`src/rtl/seg7_pkg.sv`:
```
// Shared constants and the hex-to-segment lookup for the 7-segment scan driver.
// Segment patterns are logical (1 = lit) in {a,b,c,d,e,f,g} order.
package seg7_pkg;

    localparam logic [6:0] SEG_BLANK = 7'h00;

    function automatic logic [6:0] seg7_hex(input logic [3:0] nibble);
        logic [6:0] s;
        case (nibble)
            4'h0: s = 7'h7E;
            4'h1: s = 7'h30;
            4'h2: s = 7'h6D;
            4'h3: s = 7'h79;
            4'h4: s = 7'h33;
            4'h5: s = 7'h5B;
            4'h6: s = 7'h5F;
            4'h7: s = 7'h70;
            4'h8: s = 7'h7F;
            4'h9: s = 7'h7B;
            4'hA: s = 7'h77;
            4'hB: s = 7'h1F;
            4'hC: s = 7'h4E;
            4'hD: s = 7'h3D;
            4'hE: s = 7'h4F;
            default: s = 7'h47;
        endcase
        return s;
    endfunction

endpackage

```
`src/rtl/seg7_hex_decode.sv`:
```
// Combinational nibble to active-high abcdefg decoder with a blanking override.
module seg7_hex_decode
    import seg7_pkg::*;
(
    input  logic [3:0] nibble,
    input  logic       blank,
    output logic [6:0] seg_abcdefg
);

    assign seg_abcdefg = blank ? SEG_BLANK : seg7_hex(nibble);

endmodule

```
`src/rtl/seg7_scan_driver.sv`:
```
// N-digit time-multiplexed 7-segment driver with double-buffered frame data,
// leading-zero blanking, 74x138-style enables and registered pin outputs.
module seg7_scan_driver
    import seg7_pkg::*;
#(
    parameter int NUM_DIGITS     = 4,
    parameter int TICK_DIV       = 50000,
    parameter int SEG_ACTIVE_LOW = 1,
    parameter int DIG_ACTIVE_LOW = 1
) (
    input  logic                    clk,
    input  logic                    rst_n,
    input  logic                    en,
    input  logic                    en2_n,
    input  logic                    en3_n,
    input  logic                    load,
    input  logic [4*NUM_DIGITS-1:0] data_in,
    input  logic [NUM_DIGITS-1:0]   dp_in,
    input  logic                    lzb,
    output logic [6:0]              seg,
    output logic                    dp,
    output logic [NUM_DIGITS-1:0]   dig_sel,
    output logic                    upd_done
);

    localparam int IDX_W  = $clog2(NUM_DIGITS);
    localparam int DIV_W  = $clog2(TICK_DIV);
    localparam int DATA_W = 4 * NUM_DIGITS;

    localparam logic [IDX_W-1:0]      IDX_LAST = IDX_W'(NUM_DIGITS - 1);
    localparam logic [DIV_W-1:0]      DIV_LAST = DIV_W'(TICK_DIV - 1);
    localparam logic                  SEG_POL  = (SEG_ACTIVE_LOW != 0);
    localparam logic [NUM_DIGITS-1:0] DIG_OFF  = (DIG_ACTIVE_LOW != 0) ? {NUM_DIGITS{1'b1}}
                                                                        : {NUM_DIGITS{1'b0}};

    logic [DIV_W-1:0]      div_cnt_q, div_cnt_d;
    logic [IDX_W-1:0]      idx_q, idx_d;
    logic [DATA_W-1:0]     shadow_q, shadow_d;
    logic [NUM_DIGITS-1:0] shadow_dp_q, shadow_dp_d;
    logic                  pending_q, pending_d;
    logic [DATA_W-1:0]     disp_q, disp_d;
    logic [NUM_DIGITS-1:0] disp_dp_q, disp_dp_d;
    logic [6:0]            seg_q, seg_d;
    logic                  dp_q, dp_d;
    logic [NUM_DIGITS-1:0] dig_q, dig_d;
    logic                  upd_done_q, upd_done_d;

    logic                  tick;
    logic                  commit;
    logic                  act;
    logic [3:0]            cur_nib;
    logic                  cur_dp;
    logic                  zero_above;
    logic                  blank;
    logic [NUM_DIGITS-1:0] dig_logic;
    logic [6:0]            dec_seg;

    assign act = en & ~en2_n & ~en3_n;

    // Timing, scan and the shadow/display double buffer run regardless of act.
    always_comb begin
        tick        = (div_cnt_q == DIV_LAST);
        commit      = tick && (idx_q == IDX_LAST) && pending_q;
        div_cnt_d   = tick ? '0 : div_cnt_q + 1'b1;
        idx_d       = idx_q;
        if (tick) begin
            idx_d = (idx_q == IDX_LAST) ? '0 : idx_q + 1'b1;
        end
        shadow_d    = load ? data_in : shadow_q;
        shadow_dp_d = load ? dp_in : shadow_dp_q;
        // A load on the commit edge still marks the new shadow as pending.
        pending_d   = load | (pending_q & ~commit);
        disp_d      = commit ? shadow_q : disp_q;
        disp_dp_d   = commit ? shadow_dp_q : disp_dp_q;
        upd_done_d  = commit;
    end

    // Walk from the top digit down so zero_above covers nibble k and everything above it.
    always_comb begin
        cur_nib    = 4'h0;
        cur_dp     = 1'b0;
        zero_above = 1'b1;
        blank      = 1'b0;
        dig_logic  = '0;
        for (int k = NUM_DIGITS - 1; k >= 0; k--) begin
            zero_above = zero_above && (disp_q[4*k +: 4] == 4'h0);
            if (idx_q == IDX_W'(k)) begin
                cur_nib      = disp_q[4*k +: 4];
                cur_dp       = disp_dp_q[k];
                blank        = lzb && (k != 0) && zero_above;
                dig_logic[k] = act;
            end
        end
    end

    seg7_hex_decode u_decode (
        .nibble      (cur_nib),
        .blank       (blank),
        .seg_abcdefg (dec_seg)
    );

    always_comb begin
        seg_d = (act ? dec_seg : SEG_BLANK) ^ {7{SEG_POL}};
        dp_d  = (act & cur_dp) ^ SEG_POL;
        dig_d = dig_logic ^ DIG_OFF;
    end

    always_ff @(posedge clk or negedge rst_n) begin
        if (!rst_n) begin
            div_cnt_q   <= '0;
            idx_q       <= '0;
            shadow_q    <= '0;
            shadow_dp_q <= '0;
            pending_q   <= 1'b0;
            disp_q      <= '0;
            disp_dp_q   <= '0;
            seg_q       <= {7{SEG_POL}};
            dp_q        <= SEG_POL;
            dig_q       <= DIG_OFF;
            upd_done_q  <= 1'b0;
        end else begin
            div_cnt_q   <= div_cnt_d;
            idx_q       <= idx_d;
            shadow_q    <= shadow_d;
            shadow_dp_q <= shadow_dp_d;
            pending_q   <= pending_d;
            disp_q      <= disp_d;
            disp_dp_q   <= disp_dp_d;
            seg_q       <= seg_d;
            dp_q        <= dp_d;
            dig_q       <= dig_d;
            upd_done_q  <= upd_done_d;
        end
    end

    assign seg      = seg_q;
    assign dp       = dp_q;
    assign dig_sel  = dig_q;
    assign upd_done = upd_done_q;

endmodule

```
`config.mk`:
```
export PLATFORM = sky130hd
export DESIGN_NAME = seg7_scan_driver
export DESIGN_NICKNAME = d
export VERILOG_FILES = /design/src/rtl/seg7_pkg.sv /design/src/rtl/seg7_hex_decode.sv /design/src/rtl/seg7_scan_driver.sv
export SDC_FILE = /design/constraint.sdc
export NUM_CORES = 1
export LEC_CHECK = 0
export CORE_ASPECT_RATIO = 1.1
export CORE_MARGIN = 2
export CORE_UTILIZATION = 55
export DETAILED_ROUTE_END_ITERATION = 16
export MAX_ROUTING_LAYER = met4
export PLACE_DENSITY = 0.85
export REMOVE_ABC_BUFFERS = 1
export SLEW_MARGIN = 25
export SYNTH_ARGS = -nofsm -noshare
export SYNTH_HDL_FRONTEND = slang
export SYNTH_SLANG_ARGS = --single-unit
```
`constraint.sdc`:
```
create_clock -name clk -period 5.6 [get_ports clk]
set_clock_uncertainty 0.05 [all_clocks]
set_input_delay 0.56 -clock clk [delete_from_list [all_inputs] [get_ports clk]]
set_output_delay 0.56 -clock clk [all_outputs]
set_load 0.1 [all_outputs]
```
### Yosys cells after proc, flatten, opt, wreduce, memory -nomap -nowiden

Memory sizes are Yosys's and may differ from the RTL's.
Index checks and enable logic that the tools add are counted.

| operators by class | value |
|---|---|
| add/sub/neg operators | 2 |
| multiply operators | 0 |
| divide/modulo/power cells | 0 |
| magnitude comparators | 0 |
| equal/unequal tests | 4 |
| shifts and indexed selects | 0 |
| multiplexer cells | 20 |
| bitwise operators | 11 |
| reductions and logical operators | 11 |

Operator list:

| kind | count |
|---|---|
| 16-bit by 1-bit adder with 16-bit output, second input constant | 1 |
| 16-bit == test, second input constant | 1 |
| 16-bit two-way mux | 1 |
| 4-bit two-way mux | 4 |
| 7-bit two-way mux | 2 |
| 4-bit logical NOT | 3 |
| 1-bit two-way mux | 12 |
| 1-bit logical AND | 7 |
| 7-bit NOT | 1 |
| 1-bit AND | 4 |
| 2-bit == test, second input constant | 2 |
| 1-bit NOT | 4 |
| 4-bit NOT | 1 |
| 2-bit by 1-bit adder with 2-bit output, second input constant | 1 |
| 2-bit by 1-bit == test with 1-bit output, second input constant | 1 |
| 2-bit logical NOT | 1 |
| 2-bit two-way mux | 1 |
| 1-bit bitwise OR | 1 |

| word-level totals | value |
|---|---|
| register bits | 72 |
| latch bits | 0 |
| memory bits (writable) | 0 |
| bits in read-only memories | 112 |
| input port bits | 27 |
| output and inout bits | 13 |
| logic and storage cells | 60 |
| memories | 1 |

Memory list:

| memory | words | width | read ports | clocked after memory_dff | write ports | RTL line | text |
|---|---|---|---|---|---|---|---|
| (name not given) | 16 | 7 | 1 | 0 | 0 | seg7_pkg.sv:9 | `case (nibble)` |

### Depth between registers and ports, before layout

| logic depth | value |
|---|---|
| depth after elaboration | 9 |
| mapped depth | 11 |
| depth with buffers taken out | 10 |

### Hierarchy

From an unflattened synthesis, not the netlist that was laid out.

| second synthesis, totals | value |
|---|---|
| cell total of the unflattened synthesis | 275 |
| area, all modules | 3,404.5 um^2 |

Modules (own cells, without submodules):

| module | instances | cells an instance | area an instance (um^2) | sequential area each (um^2) |
|---|---|---|---|---|
| seg7_scan_driver | 1 | 239 | 3,130.5 | 1,816.7 |
| seg7_hex_decode | 1 | 36 | 274.0 | 0.0 |

### Worst setup path before layout

No wires, ideal clock.

| timing path | value |
|---|---|
| path type | reg-to-reg |
| start | register idx_q[0] |
| end | register seg_q[1], in the netlist seg[1] |
| library setup time | 0.093 ns |
| arrival | 2.188 ns |
| required time | 5.457 ns |
| slack | 3.269 ns |
| cell stages (with the launch flop) | 12 |
| path buffers | 1 |
| clock period less this slack | 2.331 ns |
| path through | dfrtp_1 -> inv_1 -> ha_1 -> buf_2 -> nor2b_1 -> a22oi_1 -> a21oi_1 -> inv_1 -> ha_1 -> mux2_2 -> nand2_1 -> o211ai_1 |

| on the way | value |
|---|---|
| cells in the longest elaborated chain, start to end | 9 |
| elaborated cells on any way between the ends | 16 |
| classes of those cells | eq/ne: 3; mux: 10; bitwise: 1; reduce/logical: 1; memory: 1 |

RTL lines:

| what | RTL line | text |
|---|---|---|
| start, declared | seg7_scan_driver.sv:37 | `logic [IDX_W-1:0] idx_q, idx_d;` |
| start signal, assigned | seg7_scan_driver.sv:123 | `idx_q <= idx_d;` |
| 2-bit == test | seg7_scan_driver.sv:87 | `if (idx_q == IDX_W'(k)) begin` |
| 4-bit two-way mux (4 in series) | seg7_scan_driver.sv:87 |  |
| memory 16 x 7 bit | n/a |  |
| 7-bit two-way mux * | seg7_hex_decode.sv:10 | `assign seg_abcdefg = blank ? SEG_BLANK : seg7_hex(nibble);` |
| 7-bit two-way mux * | seg7_scan_driver.sv:103 | `seg_d = (act ? dec_seg : SEG_BLANK) ^ {7{SEG_POL}};` |
| 7-bit NOT (no source line) * | n/a |  |
| net seg_d[1] | seg7_scan_driver.sv:43 | `logic [6:0] seg_q, seg_d;` |
| end signal, assigned | seg7_scan_driver.sv:117 | `seg_q <= {7{SEG_POL}};` |
| end signal, assigned | seg7_scan_driver.sv:129 | `seg_q <= seg_d;` |
| end, declared | seg7_scan_driver.sv:43 |  |

The timed path passes the listed nets; every way through them passes the cells marked *.
A chain may end at the register's enable or synchronous reset.

### Worst setup path after layout

Same ends and word-level chain as after synthesis.

==> metrics.txt <==
Die H=85.8 µm; unrepaired setup endpoints after global routing=false; Comb pwr share=7.1%; DIE AREA=6720 µm²; Antenna Nets Post-Route=0; hold crit path type=input port to async pin; Critical Path RT=5.80 ns; CTS root buf=clkbuf_8; vias in the first global route=2164; maximum VDD drop=0.173 mV; setup TNS=0 ns; synth unique cells=43; Hold Vio Cnt, Final=0; crit-path max FO=10; PortBufs=39; total track usage=19.6%; router iterations before antenna repair=5; count of final max-slew check failures=0; HPWL after detailed placement=3940 µm; post-synthesis cell count=259; worst skew pair latency=0.34 ns; CTS Buf Count=9; sw frac=22.8%; core area=5810 µm²; CP Class=register to register; GP Congestion=0.835; Psw=219 µW; clock slew at reported path FFs=0.07 ns; EDFF count, synth=0; Synth area leader=dfrtp_1; H-tree levels=3; # clock sinks=72; share of layout cells above drive strength 1=23.4%; residual DRC count=0; Initial Util=57.6%; PD cells=244 nW/µm²; Critical Path AT=3.01 ns; Final min period=2.81 ns; die extent in x=78.4 µm; fin nets=341; Post-synth ARST share=100%; Internal=744 µW; Max Root-Sink Buffers=2; Non-Filler Instances=385; Worst Tran Pin Value=0.969 ns; Setup violations, final=0; post-DR vias/cell=5.49; Setup Buffers After CTS=0; Post-Place Cells=369; initial antenna violation count=0; sequential share of power=56.7%; CTS resizes=0; Yosys Warn Count=0; crit end category=register; Synth Flop Type=dfrtp_1; detailed router's first-iteration violation count=135; fillers=423; total gr overflow=0; fraction of the yosys area taken by sequential cells=54.3%; ranking of synthesized cells by area=dfrtp_1 (45%), dfstp_2 (9.4%), mux2_4 (9.0%); site row count=29; Max Fclk=356 MHz; detailed-route via count=2115; relative slew slack=35.2%; Synth Register Bits=72; Synth Area per Inst=12.9 µm²; crit path launch type=register; Leakage=1.68 nW; fin crit share=50.1%; Ant. Diodes=0; clock power share=36.2%; commonest cells after routing, fill and taps aside=dfrtp_1 (60), clkdlybuf4s50_1 (38), nand2_1 (28), mux2_2 (21), mux2_4 (20); first-pass GRT wire length=9870 µm; I/O pin count=40; drt wl/cell=14.8 µm; share of the synthesized area in the top cell type=44.9%; Detailed Route WL=5710 µm; Synth Cell Area=3340 µm²; status=complete, no violations; hold_buf cts=0; Area Overhead vs Synth=17.8%; largest net degree at the start of global routing=73; # Max-Cap Violations=0; commonest non-fill, non-tap cell in the layout=dfrtp_1; TritonCTS clock tree=yes
[critical path: stages (launching register included)]
cell and delay [ns]:
dfrtp_1 0.41, inv_1 0.09, ha_1 0.32, nor2b_1 0.32, a22oi_1 0.14, a21oi_1 0.49, inv_1 0.17, ha_1 0.29
mux2_2 0.28, nand2_1 0.06, o211ai_1 0.09
[synthesized netlist by cell type, types with 4 or more instances]
cell and count:
a21oi_1 5, dfrtp_1 60, dfstp_2 12, ha_1 11, inv_1 6, mux2_2 21, mux2_4 20, nand2_1 28
nand3_1 4, nor2_1 16, nor2b_1 4, o221ai_1 4, xnor2_1 7, xor2_1 7
[state kept, by name (all words and copies together) (netlist names)]
register     cells
upd_done         1
shadow_q        16
disp_dp_q        4
idx_q            2
div_cnt_q       16
seg              7
dig_sel          4
shadow_dp_q      4
pending_q        1
dp               1
disp_q          16
[final cells by class]
cell class | count | area [µm²] | area share (%)
tap | 77 | 96.3 | 2.45
clock buffer | 13 | 149 | 3.78
sequential | 72 | 1820 | 46.1
timing repair buffer | 40 | 393 | 9.97
inverter | 6 | 22.5 | 0.572
clock inverter | 3 | 17.5 | 0.445
multi-input combinational | 174 | 1440 | 36.7
[power groups by stage]
stage | combinational [mW] | clock (mW) | sequential, mW
floorplan | 0.0182 | 0 | 0.568
global placement | 0.0680 | 0 | 0.555
detailed placement | 0.0697 | 0 | 0.556
CTS | 0.0699 | 0.361 | 0.546
global route | 0.0746 | 0.380 | 0.547
finish | 0.0685 | 0.348 | 0.546
[metal layers]
layer	part of all wire [%]	up-vias	wire length, µm	global-route usage (%)
met5	0	-	0	-
met4	1.8	0	104	8.61
met3	4.0	9	226	4.53
met2	47	55	2670	29.8
met1	47	1033	2710	25.5
li1	-	1018	-	-
[final timing paths]
path / depth (start not counted) / slack, ns / startpoint / endpoint
max in group asynchronous: 2 / 4.56 / rst_n / disp_q[15]$_DFFE_PN0P_
min: 2 / 0.34 / rst_n / div_cnt_q[2]$_DFF_PN0_
max reg2reg: 10 / 2.79 / idx_q[0]$_DFFE_PN0N_ / seg[1]$_DFF_PN1_
min reg2reg: 1 / 0.44 / div_cnt_q[0]$_DFF_PN0_ / div_cnt_q[0]$_DFF_PN0_
max: 10 / 2.79 / idx_q[0]$_DFFE_PN0N_ / seg[1]$_DFF_PN1_
min in group clk: 1 / 0.44 / div_cnt_q[0]$_DFF_PN0_ / div_cnt_q[0]$_DFF_PN0_
[logic make-up after synthesis]
group,Yosys count,synth area share (%)
and+or+nand+nor,76,12.0
DFF,72,54.3
muxes,44,16.9
AOI/OAI and AO/OA,29,6.40
xor gates and xnor gates,14,3.67
buffers and inverters,13,2.51
adders and majority gates,11,4.12
[through the flow]
step	utilization, %	setup WS, ns	area, µm²	hold slack [ns]	power, mW
2_1_floorplan	-	3.25	3280	0.214	0.587
3_3_place_gp	65.0	2.92	3770	0.411	0.623
3_5_place_dp	65.0	2.91	3770	0.433	0.625
4_1_cts	67.8	2.86	3940	0.388	0.977
5_1_grt	67.8	2.59	3940	0.450	1.00
6_report	67.8	2.79	3940	0.336	0.963
Power figures use the tool's default switching activity.
